## config.mk

```make
export PLATFORM = sky130hd
export DESIGN_NAME = latch_bank_reader_flat
export DESIGN_NICKNAME = d
export VERILOG_FILES = /design/src/rtl/latch_bank_reader_pkg.sv /design/src/rtl/latch_bank_reader_if.sv /design/src/rtl/latch_bank_storage.sv /design/src/rtl/latch_bank_reader.sv /design/src/flat_wrapper.sv
export SDC_FILE = /design/constraint.sdc
export NUM_CORES = 1
export LEC_CHECK = 0
export CAP_MARGIN = 20
export CORE_MARGIN = 1.5
export CORE_UTILIZATION = 45
export DETAILED_ROUTE_END_ITERATION = 10
export GPL_ROUTABILITY_DRIVEN = 1
export HOLD_SLACK_MARGIN = 0.05
export PLACE_DENSITY = 0.65
export SYNTH_ARGS = -nofsm -noshare
export SYNTH_HDL_FRONTEND = slang
export SYNTH_SLANG_ARGS = --single-unit
```

## constraint.sdc

```tcl
create_clock -name clk -period 4.8 [get_ports clk]
set_clock_uncertainty 0.05 [all_clocks]
set_input_delay 0.96 -clock clk [delete_from_list [all_inputs] [get_ports clk]]
set_output_delay 0.96 -clock clk [all_outputs]
set_load 0.005 [all_outputs]
```

## src/rtl/latch_bank_reader_pkg.sv

```systemverilog
// Shared definitions for the latch bank reader: FSM state encoding and default geometry.
package latch_bank_reader_pkg;

    localparam int unsigned DEF_WIDTH = 8;
    localparam int unsigned DEF_DEPTH = 4;

    typedef enum logic [1:0] {
        StIdle  = 2'b00,
        StShift = 2'b01,
        StDone  = 2'b10
    } state_e;

endpackage

```

## src/rtl/latch_bank_reader_if.sv

```systemverilog
// Write port, read-out request and serial output handshake of the latch bank reader.
interface latch_bank_reader_if
    import latch_bank_reader_pkg::*;
#(
    parameter int unsigned WIDTH = DEF_WIDTH,
    parameter int unsigned DEPTH = DEF_DEPTH
);
    localparam int unsigned AW = $clog2(DEPTH);

    logic             wr_en;
    logic [AW-1:0]    wr_addr;
    logic [WIDTH-1:0] wr_data;
    logic             start;
    logic [AW-1:0]    rd_addr;
    logic             sout;
    logic             sout_valid;
    logic             sout_ready;
    logic             busy;
    logic             done;

    modport master (
        output wr_en, wr_addr, wr_data, start, rd_addr, sout_ready,
        input  sout, sout_valid, busy, done
    );

    modport slave (
        input  wr_en, wr_addr, wr_data, start, rd_addr, sout_ready,
        output sout, sout_valid, busy, done
    );

endinterface

```

## src/rtl/latch_bank_storage.sv

```systemverilog
// DEPTH x WIDTH flip-flop bank with one synchronous write port and one combinational read port.
module latch_bank_storage
    import latch_bank_reader_pkg::*;
#(
    parameter int unsigned WIDTH = DEF_WIDTH,
    parameter int unsigned DEPTH = DEF_DEPTH,
    localparam int unsigned AW = $clog2(DEPTH)
) (
    input  logic             clk,
    input  logic             rst,
    input  logic             i_wr_en,
    input  logic [AW-1:0]    i_wr_addr,
    input  logic [WIDTH-1:0] i_wr_data,
    input  logic [AW-1:0]    i_rd_addr,
    output logic [WIDTH-1:0] o_rd_data
);

    logic [WIDTH-1:0] r_mem [DEPTH];

    always_ff @(posedge clk) begin
        if (rst) begin
            for (int i = 0; i < DEPTH; i++) begin
                r_mem[i] <= '0;
            end
        end else if (i_wr_en) begin
            r_mem[i_wr_addr] <= i_wr_data;
        end
    end

    // Read sees the pre-edge contents, so a same-cycle write never leaks into a snapshot.
    assign o_rd_data = r_mem[i_rd_addr];

endmodule

```

## src/rtl/latch_bank_reader.sv

```systemverilog
// Snapshots one storage word on start and shifts it out MSB first over a valid/ready handshake.
module latch_bank_reader
    import latch_bank_reader_pkg::*;
#(
    parameter int unsigned WIDTH = DEF_WIDTH,
    parameter int unsigned DEPTH = DEF_DEPTH
) (
    input  logic               clk,
    input  logic               rst,
    latch_bank_reader_if.slave bus
);

    localparam int unsigned   CW       = $clog2(WIDTH);
    localparam logic [CW-1:0] CNT_LAST = CW'(WIDTH - 1);

    state_e           r_state;
    logic [WIDTH-1:0] r_shift;
    logic [CW-1:0]    r_cnt;
    logic             r_sout_valid;
    logic             r_busy;
    logic             r_done;

    logic [WIDTH-1:0] w_rd_word;
    logic             w_xfer;

    latch_bank_storage #(
        .WIDTH (WIDTH),
        .DEPTH (DEPTH)
    ) u_storage (
        .clk       (clk),
        .rst       (rst),
        .i_wr_en   (bus.wr_en),
        .i_wr_addr (bus.wr_addr),
        .i_wr_data (bus.wr_data),
        .i_rd_addr (bus.rd_addr),
        .o_rd_data (w_rd_word)
    );

    assign w_xfer = r_sout_valid & bus.sout_ready;

    // The shift register is all-zero outside SHIFT, so its MSB doubles as a registered sout.
    always_ff @(posedge clk) begin
        if (rst) begin
            r_state      <= StIdle;
            r_shift      <= '0;
            r_cnt        <= '0;
            r_sout_valid <= 1'b0;
            r_busy       <= 1'b0;
            r_done       <= 1'b0;
        end else begin
            unique case (r_state)
                StIdle: begin
                    if (bus.start) begin
                        r_shift      <= w_rd_word;
                        r_cnt        <= CNT_LAST;
                        r_sout_valid <= 1'b1;
                        r_busy       <= 1'b1;
                        r_state      <= StShift;
                    end
                end
                StShift: begin
                    if (w_xfer) begin
                        if (r_cnt == '0) begin
                            r_shift      <= '0;
                            r_sout_valid <= 1'b0;
                            r_done       <= 1'b1;
                            r_state      <= StDone;
                        end else begin
                            r_shift <= {r_shift[WIDTH-2:0], 1'b0};
                            r_cnt   <= r_cnt - CW'(1);
                        end
                    end
                end
                StDone: begin
                    r_done  <= 1'b0;
                    r_busy  <= 1'b0;
                    r_state <= StIdle;
                end
                default: begin
                    r_shift      <= '0;
                    r_cnt        <= '0;
                    r_sout_valid <= 1'b0;
                    r_busy       <= 1'b0;
                    r_done       <= 1'b0;
                    r_state      <= StIdle;
                end
            endcase
        end
    end

    assign bus.sout       = r_shift[WIDTH-1];
    assign bus.sout_valid = r_sout_valid;
    assign bus.busy       = r_busy;
    assign bus.done       = r_done;

endmodule

```

## src/flat_wrapper.sv

```systemverilog
// flat-port wrapper written by rule: the top's interface ports become plain ports
module latch_bank_reader_flat import latch_bank_reader_pkg::*;
#(
    parameter int unsigned WIDTH = DEF_WIDTH,
    parameter int unsigned DEPTH = DEF_DEPTH
)
  (clk, rst, bus_wr_en, bus_wr_addr, bus_wr_data, bus_start, bus_rd_addr, bus_sout_ready, bus_sout, bus_sout_valid, bus_busy, bus_done);
  latch_bank_reader_if #(.WIDTH(WIDTH), .DEPTH(DEPTH)) bus_i ();
  input  logic clk;
  input  logic rst;
  input wire logic [$bits(bus_i.wr_en)-1:0] bus_wr_en;
  input wire logic [$bits(bus_i.wr_addr)-1:0] bus_wr_addr;
  input wire logic [$bits(bus_i.wr_data)-1:0] bus_wr_data;
  input wire logic [$bits(bus_i.start)-1:0] bus_start;
  input wire logic [$bits(bus_i.rd_addr)-1:0] bus_rd_addr;
  input wire logic [$bits(bus_i.sout_ready)-1:0] bus_sout_ready;
  output wire logic [$bits(bus_i.sout)-1:0] bus_sout;
  output wire logic [$bits(bus_i.sout_valid)-1:0] bus_sout_valid;
  output wire logic [$bits(bus_i.busy)-1:0] bus_busy;
  output wire logic [$bits(bus_i.done)-1:0] bus_done;
  assign bus_i.wr_en = bus_wr_en;
  assign bus_i.wr_addr = bus_wr_addr;
  assign bus_i.wr_data = bus_wr_data;
  assign bus_i.start = bus_start;
  assign bus_i.rd_addr = bus_rd_addr;
  assign bus_i.sout_ready = bus_sout_ready;
  assign bus_sout = bus_i.sout;
  assign bus_sout_valid = bus_i.sout_valid;
  assign bus_busy = bus_i.busy;
  assign bus_done = bus_i.done;
  latch_bank_reader #(.WIDTH(WIDTH), .DEPTH(DEPTH)) u_core (.clk(clk), .rst(rst), .bus(bus_i));
endmodule
```

---- After elaboration in Yosys (flattened, before gate mapping) ----
Memory sizes are Yosys's and may differ from the RTL's.
Index checks and enable logic that the tools add are counted.
operators by class
  reductions and logical operators ........ 9
  bitwise gates (word level) .............. 4
  equality and inequality tests ........... 6
  multiplexer cells ....................... 28
  add/subtract/negate cells ............... 1
operators by type and width
  kind                                              count
  2-to-1 mux 8 bit                                  4
  case mux 8 bit (3 select lines)                   1
  2-to-1 mux 1 bit                                  11
  2-to-1 mux 3 bit                                  3
  case mux 3 bit (3 select lines)                   1
  AND reduction 3 bit                               3
  2-to-1 mux 2 bit                                  4
  AND reduction 4 bit                               2
  OR reduction 8 bit                                1
  != test 2 x 1 -> 1 bit, second input constant     2
  != test 2 bit, second input constant              2
  case mux 1 bit (2 select lines)                   2
  case mux 2 bit (2 select lines)                   1
  zero test 3 bit                                   1
  NOT 1 bit                                         3
  case mux 1 bit (3 select lines)                   1
  subtractor 3 x 1 -> 3 bit, second input constant  1
  == test 2 x 1 -> 1 bit, second input constant     1
  == test 2 bit, second input constant              1
  zero test 2 bit                                   1
  AND reduction 2 bit                               1
  bitwise AND 1 bit                                 1
word-level totals
  output and inout bits ................... 4
  word-level logic and storage cells ...... 55
  bits in writable memories ............... 32
  memories kept ........................... 1
  register bits ........................... 16
memories
  name                    depth  width  rd ports  clocked after Yosys merged registers in  write ports  RTL line                  text
  u_core.u_storage.r_mem  4      8      1         0                                        4            latch_bank_storage.sv:18  logic [WIDTH-1:0] r_mem [DEPTH];

---- Logic depth before layout (Yosys ltp) ----
Gate-level depths: netlist of run 1.
  word-level depth ........................ 5
  depth in mapped cells ................... 7
  mapped depth without buffers ............ 6

---- By module ----
From an unflattened synthesis of run 1, not the netlist that was laid out.
unflattened totals
  cells, all modules ...................... 181
  area, all modules ....................... 2,334.7 um^2
by module, submodules not included
  module              seq. area each (um^2)  area each (um^2)  cells an instance  times used
  latch_bank_storage  960.9                  1,457.6           85                 1
  latch_bank_reader   320.3                  877.1             96                 1

---- Worst setup path before layout of run 1 ----
No wires, ideal clock.
  path kind ............................... input-to-reg
  from .................................... input port rst
  to ...................................... memory u_core.u_storage.r_mem[1][0] in the netlist's numbering, enable pin
  path slack .............................. 2.765 ns
  buffers on the path ..................... 0
  stages on the path ...................... 3
  arrival ................................. 1.676 ns
  cell sequence ........................... nand2b_1 > nor3b_2 > or2_2
RTL lines
  what         RTL line                  text
  from (decl)  flat_wrapper.sv:10        input logic rst;
  to (decl)    latch_bank_storage.sv:18

==> results.cfg, run 1 <==
[critical_path]
worstPathRequired_ns = 4.76
crit_arrival_ns = 2.53
worstSetupEndpointType = register
reg2reg_slack_ns = 3.06
reg2reg_launch_point = u_core.r_cnt[0]$_SDFFE_PP0P_
critPathMaxFanout = 22
path_class = primary input to register
worstSetupEndpoint = u_core.u_storage.r_mem[0][0]$_SDFFCE_PN0P_
cp-startpoint = rst
regToRegEndpoint = u_core.r_cnt[0]$_SDFFE_PP0P_
r2r_cells = 6
cp-start-kind = primary input

[synthesis]
netlist.top_cell.by_area = edfxtp_1
syn-mean-instance-area_um2 = 13.1
syn_area_um2 = 2260
number_of_enable_flip_flop_cells_after_synthesis = 32
synth-seq-area-share = 0.567
synth.ff_latch_count = 48
synth_nets = 191
synth.top_cells.by_area = edfxtp_1 43%, dfxtp_1 14%, and2_1 8.9%
asyncSetResetFlopFracSynth = 0
synthDistinctLibCells = 44
yosysWarnings = 0
synth_top_area_share = 0.425
postSynth.topFlopCell = edfxtp_1
syn_inst = 172

[clocking]
cts_repair_resize_count = 0
cts_tree = done
clock_tree.htree_level_count = 2
post_cts_buffers = 0
clk-insertion-delay-late_ns = 0.31
cts_made_buffers = 5
cts_hold_repair.buffers = 0
cts_buffer_depth = 2
path_clk_slew_ns = 0.08
number_of_clock_sinks = 48
ctsRootBufferMaster = clkbuf_8

[timing]
timing.final.crit_period_ns = 2.57
fmax_mhz = 388
worstMarginPinSlew_ns = 0.788
finalHoldViolCount = 0
slew_violations = 0
layout_worst_path_cycle_share = 0.536
timing.max_slew.rel_slack = 0.474
rsz0062_at_grt = false
setup-tns-final_ns = 0
final-setup-viol-count = 0
setup_slack_ns = 2.23

[power_and_ir_drop]
ir_drop_uv = 187
clock_power_share = 0.289
power.density_nw_per_um2 = 319
p_int_uw = 625
leakage_uw = 0.000896
switching_share = 0.240
pwr-share-seq = 0.595
pwr-share-comb = 0.116
switching_power_uw = 198

[routing]
drt.antenna.violating_nets = 0
drc = 0
dr.first_iter.drc_count = 140
drt-vias-per-instance = 5.31
wl_per_cell_um = 16.0
detailedRoute.firstPassIterationCount = 4
routed_wl_mm = 4.17
via_count = 1387

[global_routing]
grt_antenna_before_repair = 0
grt_max_degree = 23
global_route.usage.total = 0.176
number_of_global_route_vias_before_repair = 1347
grt_first_pass_wirelength_mm = 6.92
grt_overflow = 0

[floorplan]
die_height_um = 73.8
die_x_um = 73.8
initial_core_util = 0.472
core_area_um2 = 4790
core.rowCount = 25
design.die.area_um2 = 5450
design.portCount = 21

[place]
detailed_place.area_um2 = 2490
hpwl_mm = 3.15
port_buffers = 20
preCtsSetupSlack_ns = 1.89
place.gp.congestion = 0.768

[flow_run]
max_cap_violations = 0

[cells_and_area]
insertedDiodeCount = 0
share_of_layout_cells_above_drive_strength_1 = 0.149
final_net_count = 212
finalInstanceArea_um2 = 2580
area_delta_synth_final_pct = 14.1

[run_status]
status = complete, no violations

[hold_path]
min_path_type = register to register
[cell families after synthesis]
| group | Yosys count | synth area share |
|---|---|---|
| AO/OA/AOI/OAI | 25 | 0.0903 |
| adder cells (fa/ha/maj) | 2 | 0.0111 |
| buffers and inverters | 17 | 0.0432 |
| flip-flops | 48 | 0.567 |
| multiplexers | 9 | 0.0881 |
| AND/OR/NAND/NOR | 71 | 0.200 |
[synth_stat cells (all sizes together), types with 2 or more instances]
cell     n
clkbuf   2
nand2b   3
inv     10
buf      5
o211ai   2
nand3    5
and2    32
o21ai    6
nor2b    2
or2      2
or3      3
mux4     8
nor3b    3
ha       2
nand2   10
nor3     2
nor2     3
edfxtp  32
dfxtp   16
o311ai   5
a32oi    2
a21oi    4
[cell usage in the layout, fill, tap and decap left out, drive strengths merged, types with 2 or more instances in the layout]
master,Yosys,final
ha,2,2
o21ai,6,6
o211ai,2,2
nor3b,3,3
or3,3,3
dfxtp,16,16
nor3,2,2
nand3,5,5
nor2b,2,2
clkinv,0,3
clkdlybuf4s50,0,20
o311ai,5,5
inv,10,10
nand2b,3,3
nand2,10,10
edfxtp,32,32
mux4,8,8
or2,2,2
a21oi,4,4
a32oi,2,2
nor2,3,3
and2,32,32
clkbuf,2,5
[metrics by stage]
stage	hold WS, ns	power [uW]	utilization	std cells
after floorplan	0.399	555	-	172
after global placement	0.405	592	0.520	253
after detailed placement	0.404	595	0.520	253
after CTS	0.424	828	0.539	261
after global routing	0.462	857	0.539	261
final	0.419	822	0.539	261
[final cells by class]
cell class	count	area [um^2]
clock inverters	3	18.8
flip-flops and latches	48	1280
repair buffers	21	208
inverters	10	37.5
fillers	417	2210
clock buffers	5	68.8
well taps	67	83.8
multi-input cells	107	880
[worst max-delay path, stage by stage]
cell	delay, ns
clkdlybuf4s50_1	0.40
buf_4	0.22
nand2b_1	0.23
nor3_2	0.40
or2_2	0.32
[worst min-delay path by stage]
stage / from / to / cells after the start
global placement: u_core.bus.done$_SDFFE_PP0P_ / u_core.bus.done$_SDFFE_PP0P_ / 1
global route: u_core.bus.done$_SDFFE_PP0P_ / u_core.bus.done$_SDFFE_PP0P_ / 1
CTS: u_core.bus.done$_SDFFE_PP0P_ / u_core.bus.done$_SDFFE_PP0P_ / 1
floorplan: u_core.r_shift[0]$_SDFFE_PP0P_ / u_core.r_shift[0]$_SDFFE_PP0P_ / 2
detailed placement: u_core.bus.done$_SDFFE_PP0P_ / u_core.bus.done$_SDFFE_PP0P_ / 1
finish: u_core.bus.done$_SDFFE_PP0P_ / u_core.bus.done$_SDFFE_PP0P_ / 1
[power by group through the flow]
| stage | Sequential (uW) | Combinational [uW] | Clock [uW] |
|---|---|---|---|
| floorplan | 490 | 65.9 | 0 |
| global placement | 498 | 93.7 | 0 |
| detailed placement | 499 | 96.7 | 0 |
| CTS | 489 | 97.0 | 242 |
| global route | 492 | 106 | 258 |
| finish | 489 | 95.6 | 238 |
[registers in the layout, indices dropped and copies added, names as in the netlist]
| name | count |
|---|---|
| u_core.r_state | 2 |
| u_core.r_cnt | 3 |
| u_core.u_storage.r_mem | 32 |
| u_core.bus.sout_valid | 1 |
| u_core.bus.done | 1 |
| u_core.bus.busy | 1 |
| u_core.r_shift | 8 |
[metal layers]
metal	vias up	part of all wire	global-route usage
met5	-	0	0
met4	0	0.016	0.0617
met3	7	0.031	0.0453
met2	19	0.47	0.271
met1	687	0.48	0.243
li1	674	-	-
(Power assumes the default switching activity.)
==> inputs of run 2 (changes only) <==
Settings changed: PLACE_DENSITY 0.65 to 0.68.
Clock period 4.8 ns to 2.23 ns, I/O delays scaled along.
==> results.cfg, run 2 (synthesis gave the netlist of run 1 again) <==
[run_status]
status = complete, no violations

[power_and_ir_drop]
power.density_nw_per_um2 = 709
ir_drop_uv = 435
leakage_uw = 0.000931
p_total_uw = 1880

[floorplan]
initial_core_util = 0.472
core.rowCount = 25
core_area_um2 = 4790
design.die.area_um2 = 5450
die_height_um = 73.8
design.portCount = 21
die_x_um = 73.8

[place]
post-place-cells = 258
hpwl_mm = 3.10
place.gp.congestion = 0.700
detailed_place.area_um2 = 2540
port_buffers = 20

[hold_path]
hold-path-endpoint = u_core.r_shift[7]$_SDFFE_PP0P_
holdPathStages = 2
min_path_type = register to register
hold_path.startpoint = u_core.r_shift[7]$_SDFFE_PP0P_

[critical_path]
reg2reg_launch_point = u_core.r_cnt[0]$_SDFFE_PP0P_
worstPathRequired_ns = 2.11
cp-startpoint = bus_wr_en
crit_arrival_ns = 1.75
reg2reg_slack_ns = 0.46
worstSetupEndpointType = register
path_class = primary input to register
cp-start-kind = primary input
r2r_cells = 6
critPathMaxFanout = 8
regToRegEndpoint = u_core.r_cnt[0]$_SDFFE_PP0P_

[clocking]
clock_tree.htree_level_count = 2
cts_made_buffers = 5
cts_hold_repair.buffers = 0
path_clk_slew_ns = 0.08
cts_repair_resize_count = 0
cts_buffer_depth = 2
cts_tree = done
number_of_clock_sinks = 48
ctsRootBufferMaster = clkbuf_8
post_cts_buffers = 0
clk-insertion-delay-late_ns = 0.30

[timing]
setup-tns-final_ns = 0
worstMarginPinSlew_ns = 0.894
layout_worst_path_cycle_share = 0.839
final-setup-viol-count = 0
rsz0062_at_grt = false
timing.max_slew.rel_slack = 0.402
finalHoldViolCount = 0
fmax_mhz = 535
slew_violations = 0
timing.final.crit_period_ns = 1.87

[flow_run]
max_cap_violations = 0

[cells_and_area]
nFillCells = 406
layout.area.seq_um2 = 1280
multi_input_comb_area_um2 = 880
layout.cells.most_common_list = 32 x and2_1, 32 x edfxtp_1, 20 x clkdlybuf4s50_1
final_cells = 266
largest_reg_flops = 32
area_delta_synth_final_pct = 17.2
max_flop_register = u_core.u_storage.r_mem
share_of_layout_cells_above_drive_strength_1 = 0.161
insertedDiodeCount = 0
finalInstanceArea_um2 = 2650
biggestRegsByFlops = u_core.u_storage.r_mem (32), u_core.r_shift (8), u_core.r_cnt (3)
final_net_count = 217

[routing]
via_count = 1440
drt.antenna.violating_nets = 0
drc = 0
routed_wl_mm = 4.37
wl_per_cell_um = 16.4
dr.first_iter.drc_count = 74
detailedRoute.firstPassIterationCount = 4
drt-vias-per-instance = 5.41

[global_routing]
number_of_global_route_vias_before_repair = 1477
grt_first_pass_wirelength_mm = 7.20
grt_antenna_before_repair = 0
grt_overflow = 0
global_route.usage.total = 0.184
grt_max_degree = 22
[run 2: cell types whose count changed in the layout (fill, tap and decap cells not counted)]
cell | before | now
clkinv_1 | 0 | 2
buf_12 | 0 | 1
clkinv_4 | 1 | 0
bufinv_16 | 0 | 1
buf_4 | 1 | 5
clkinv_2 | 2 | 0
[run 2: power by group]
group / switching (uW) / internal [uW] / total (uW) / leakage [uW]
Sequential: 29.8 / 1020 / 1050 / 0.000444
Combinational: 106 / 117 / 223 / 0.000434
Clock: 281 / 327 / 607 / 0.0000532
[run 2: routing by layer]
metal,track usage,up-vias,share of wire
met2,0.319,20,0.54
met1,0.227,728,0.43
li1,-,685,-
met4,0.0597,0,0.011
met5,0,-,0
met3,0.0384,7,0.025
[run 2: per-stage QoR]
step                hold WS, ns  setup slack [ns]  utilization
global route              0.454             0.293        0.553
floorplan                 0.399             0.663            -
detailed placement        0.412            0.0293        0.531
finish                    0.425             0.359        0.553
global placement          0.405             0.103        0.531
CTS                       0.426             0.351        0.553
[run 2: layout make-up]
class                      instances  share of cell area
sequential                        48               0.484
multi-input combinational        107               0.332
timing repair buffer              26              0.0974
tap                               67              0.0317
clock buffer                       5              0.0260
clock inverter                     3              0.0142
inverter                          10              0.0142
[run 2: critical path, stage by stage]
cell and delay (ns):
clkdlybuf4s50_1 0.53, nand2_1 0.07, o21bai_1 0.70
[run 2: worst max-delay path by stage]
| stage | to | slack [ns] | cells past startpoint |
|---|---|---|---|
| floorplan | u_core.r_cnt[0]$_SDFFE_PP0P_ | 0.66 | 6 |
| global placement | u_core.u_storage.r_mem[2][0]$_SDFFCE_PN0P_ | 0.10 | 3 |
| detailed placement | u_core.u_storage.r_mem[2][2]$_SDFFCE_PN0P_ | 0.03 | 3 |
| CTS | u_core.u_storage.r_mem[2][1]$_SDFFCE_PN0P_ | 0.35 | 3 |
| global route | u_core.r_cnt[0]$_SDFFE_PP0P_ | 0.29 | 6 |
| finish | u_core.u_storage.r_mem[2][1]$_SDFFCE_PN0P_ | 0.36 | 3 |
==> inputs of run 3 (changes only) <==
Clock period 2.23 ns to 1.7 ns, I/O delays scaled along.
==> results.cfg, run 3 (synthesis gave the netlist of run 1 again) <==
[run_status]
status = complete, no violations

[timing]
setup_slack_ns = 0.0474
final-setup-viol-count = 0
worstMarginPinSlew_ns = 0.497
fmax_mhz = 605
slew_violations = 0
layout_worst_path_cycle_share = 0.972
timing.final.crit_period_ns = 1.65
timing.max_slew.rel_slack = 0.667
finalHoldViolCount = 0

[routing]
wl_per_cell_um = 16.1
detailedRoute.firstPassIterationCount = 4
drc = 0
routed_wl_mm = 4.46
dr.first_iter.drc_count = 90
drt-vias-per-instance = 5.23
via_count = 1453
drt.antenna.violating_nets = 0

[global_routing]
grt_antenna_before_repair = 0
number_of_global_route_vias_before_repair = 1480
grt_first_pass_wirelength_mm = 7.19
global_route.peak_usage_layer = met2
grt_overflow = 0
grt.met1_usage = 0.224
grt_max_degree = 16
met2_track_demand_over_resource_in_global_routing = 0.302
groute.layer.met3.usage = 0.0480
global_route.usage.total = 0.179

[floorplan]
die_height_um = 73.8
core.rowCount = 25
die_x_um = 73.8
initial_core_util = 0.472
design.portCount = 21
core_area_um2 = 4790
design.die.area_um2 = 5450

[power_and_ir_drop]
p_total_uw = 2360
leakage_uw = 0.000989
power.density_nw_per_um2 = 853
ir_drop_uv = 442

[clocking]
path_clk_slew_ns = 0.09
clock_tree.htree_level_count = 2
cts_made_buffers = 5
cts_buffer_depth = 2
ctsRootBufferMaster = clkbuf_8
cts_tree = done
clk-insertion-delay-late_ns = 0.30
number_of_clock_sinks = 48
cts_hold_repair.buffers = 0

[cells_and_area]
finalInstanceArea_um2 = 2770
final_net_count = 229
largest_reg_flops = 32
biggestRegsByFlops = u_core.u_storage.r_mem (32), u_core.r_shift (8), u_core.r_cnt (3)
nFillCells = 391
max_flop_register = u_core.u_storage.r_mem
area_delta_synth_final_pct = 22.5
insertedDiodeCount = 0
layout.cells.most_common_list = 32 x and2_1, 32 x edfxtp_1, 20 x clkdlybuf4s50_1
share_of_layout_cells_above_drive_strength_1 = 0.242

[place]
detailed_place.area_um2 = 2630
port_buffers = 20
hpwl_mm = 3.12
place.gp.congestion = 0.755
preCtsSetupSlack_ns = -0.236

[critical_path]
cp-start-kind = register
critPathMaxFanout = 4
crit_arrival_ns = 1.82
worstPathRequired_ns = 1.87
worstSetupEndpointType = register
path_class = register to register

[hold_path]
min_path_type = register to register

[flow_run]
max_cap_violations = 0
==> run 3: final timing paths <==
check	startpoint	to	slack, ns	depth (start not counted)
max	u_core.r_cnt[0]$_SDFFE_PP0P_	u_core.r_cnt[0]$_SDFFE_PP0P_	0.05	6
min	u_core.r_shift[7]$_SDFFE_PP0P_	u_core.r_shift[7]$_SDFFE_PP0P_	0.43	2
max reg2reg	u_core.r_cnt[0]$_SDFFE_PP0P_	u_core.r_cnt[0]$_SDFFE_PP0P_	0.05	6
min reg2reg	u_core.r_shift[7]$_SDFFE_PP0P_	u_core.r_shift[7]$_SDFFE_PP0P_	0.43	2
==> run 3: final cells by class <==
class,instances,area (um^2),share of cell area
Sequential cell,48,1280,0.464
Multi-Input combinational cell,107,905,0.327
Timing Repair Buffer,38,373,0.135
Tap cell,67,83.8,0.0303
Clock buffer,5,68.8,0.0249
Inverter,10,37.5,0.0136
Clock inverter,3,13.8,0.00498
==> run 3: worst max-delay path: stages, from the launching register on <==
cell and delay (ns):
dfxtp_2 0.35, inv_2 0.05, ha_4 0.16, ha_4 0.15, nand4b_1 0.24, or3_1 0.40
a31oi_1 0.18
==> run 3: metrics by stage <==
| step | TNS [ns] | utilization | hold slack, ns | std cells |
|---|---|---|---|---|
| 2_1_floorplan | 0 | - | 0.399 | 172 |
| 3_3_place_gp | -4.28 | 0.550 | 0.403 | 267 |
| 3_5_place_dp | -7.43 | 0.550 | 0.424 | 267 |
| 4_1_cts | 0 | 0.569 | 0.438 | 276 |
| 5_1_grt | -0.00572 | 0.578 | 0.453 | 278 |
| 6_report | 0 | 0.578 | 0.434 | 278 |
==> run 3: routing by layer <==
metal | wire (um) | share of wire
met4 | 48 | 0.011
met2 | 2280 | 0.51
met1 | 2010 | 0.45
met3 | 125 | 0.028
met5 | 0 | 0
==> run 3: repair_timing <==
action                     in CTS  in global routing
gates resized for setup         1                  7
cloned                          0                  0
setup endpoints to repair       3                 10
pin swaps                       0                  2
buffers inserted                1                  2
==> run 3: power by group <==
group | internal (uW) | switching, uW | total, uW | leakage (uW)
Combinational | 188 | 149 | 337 | 0.000503
Sequential | 1340 | 41.5 | 1380 | 0.000445
Clock | 278 | 367 | 645 | 0.0000415
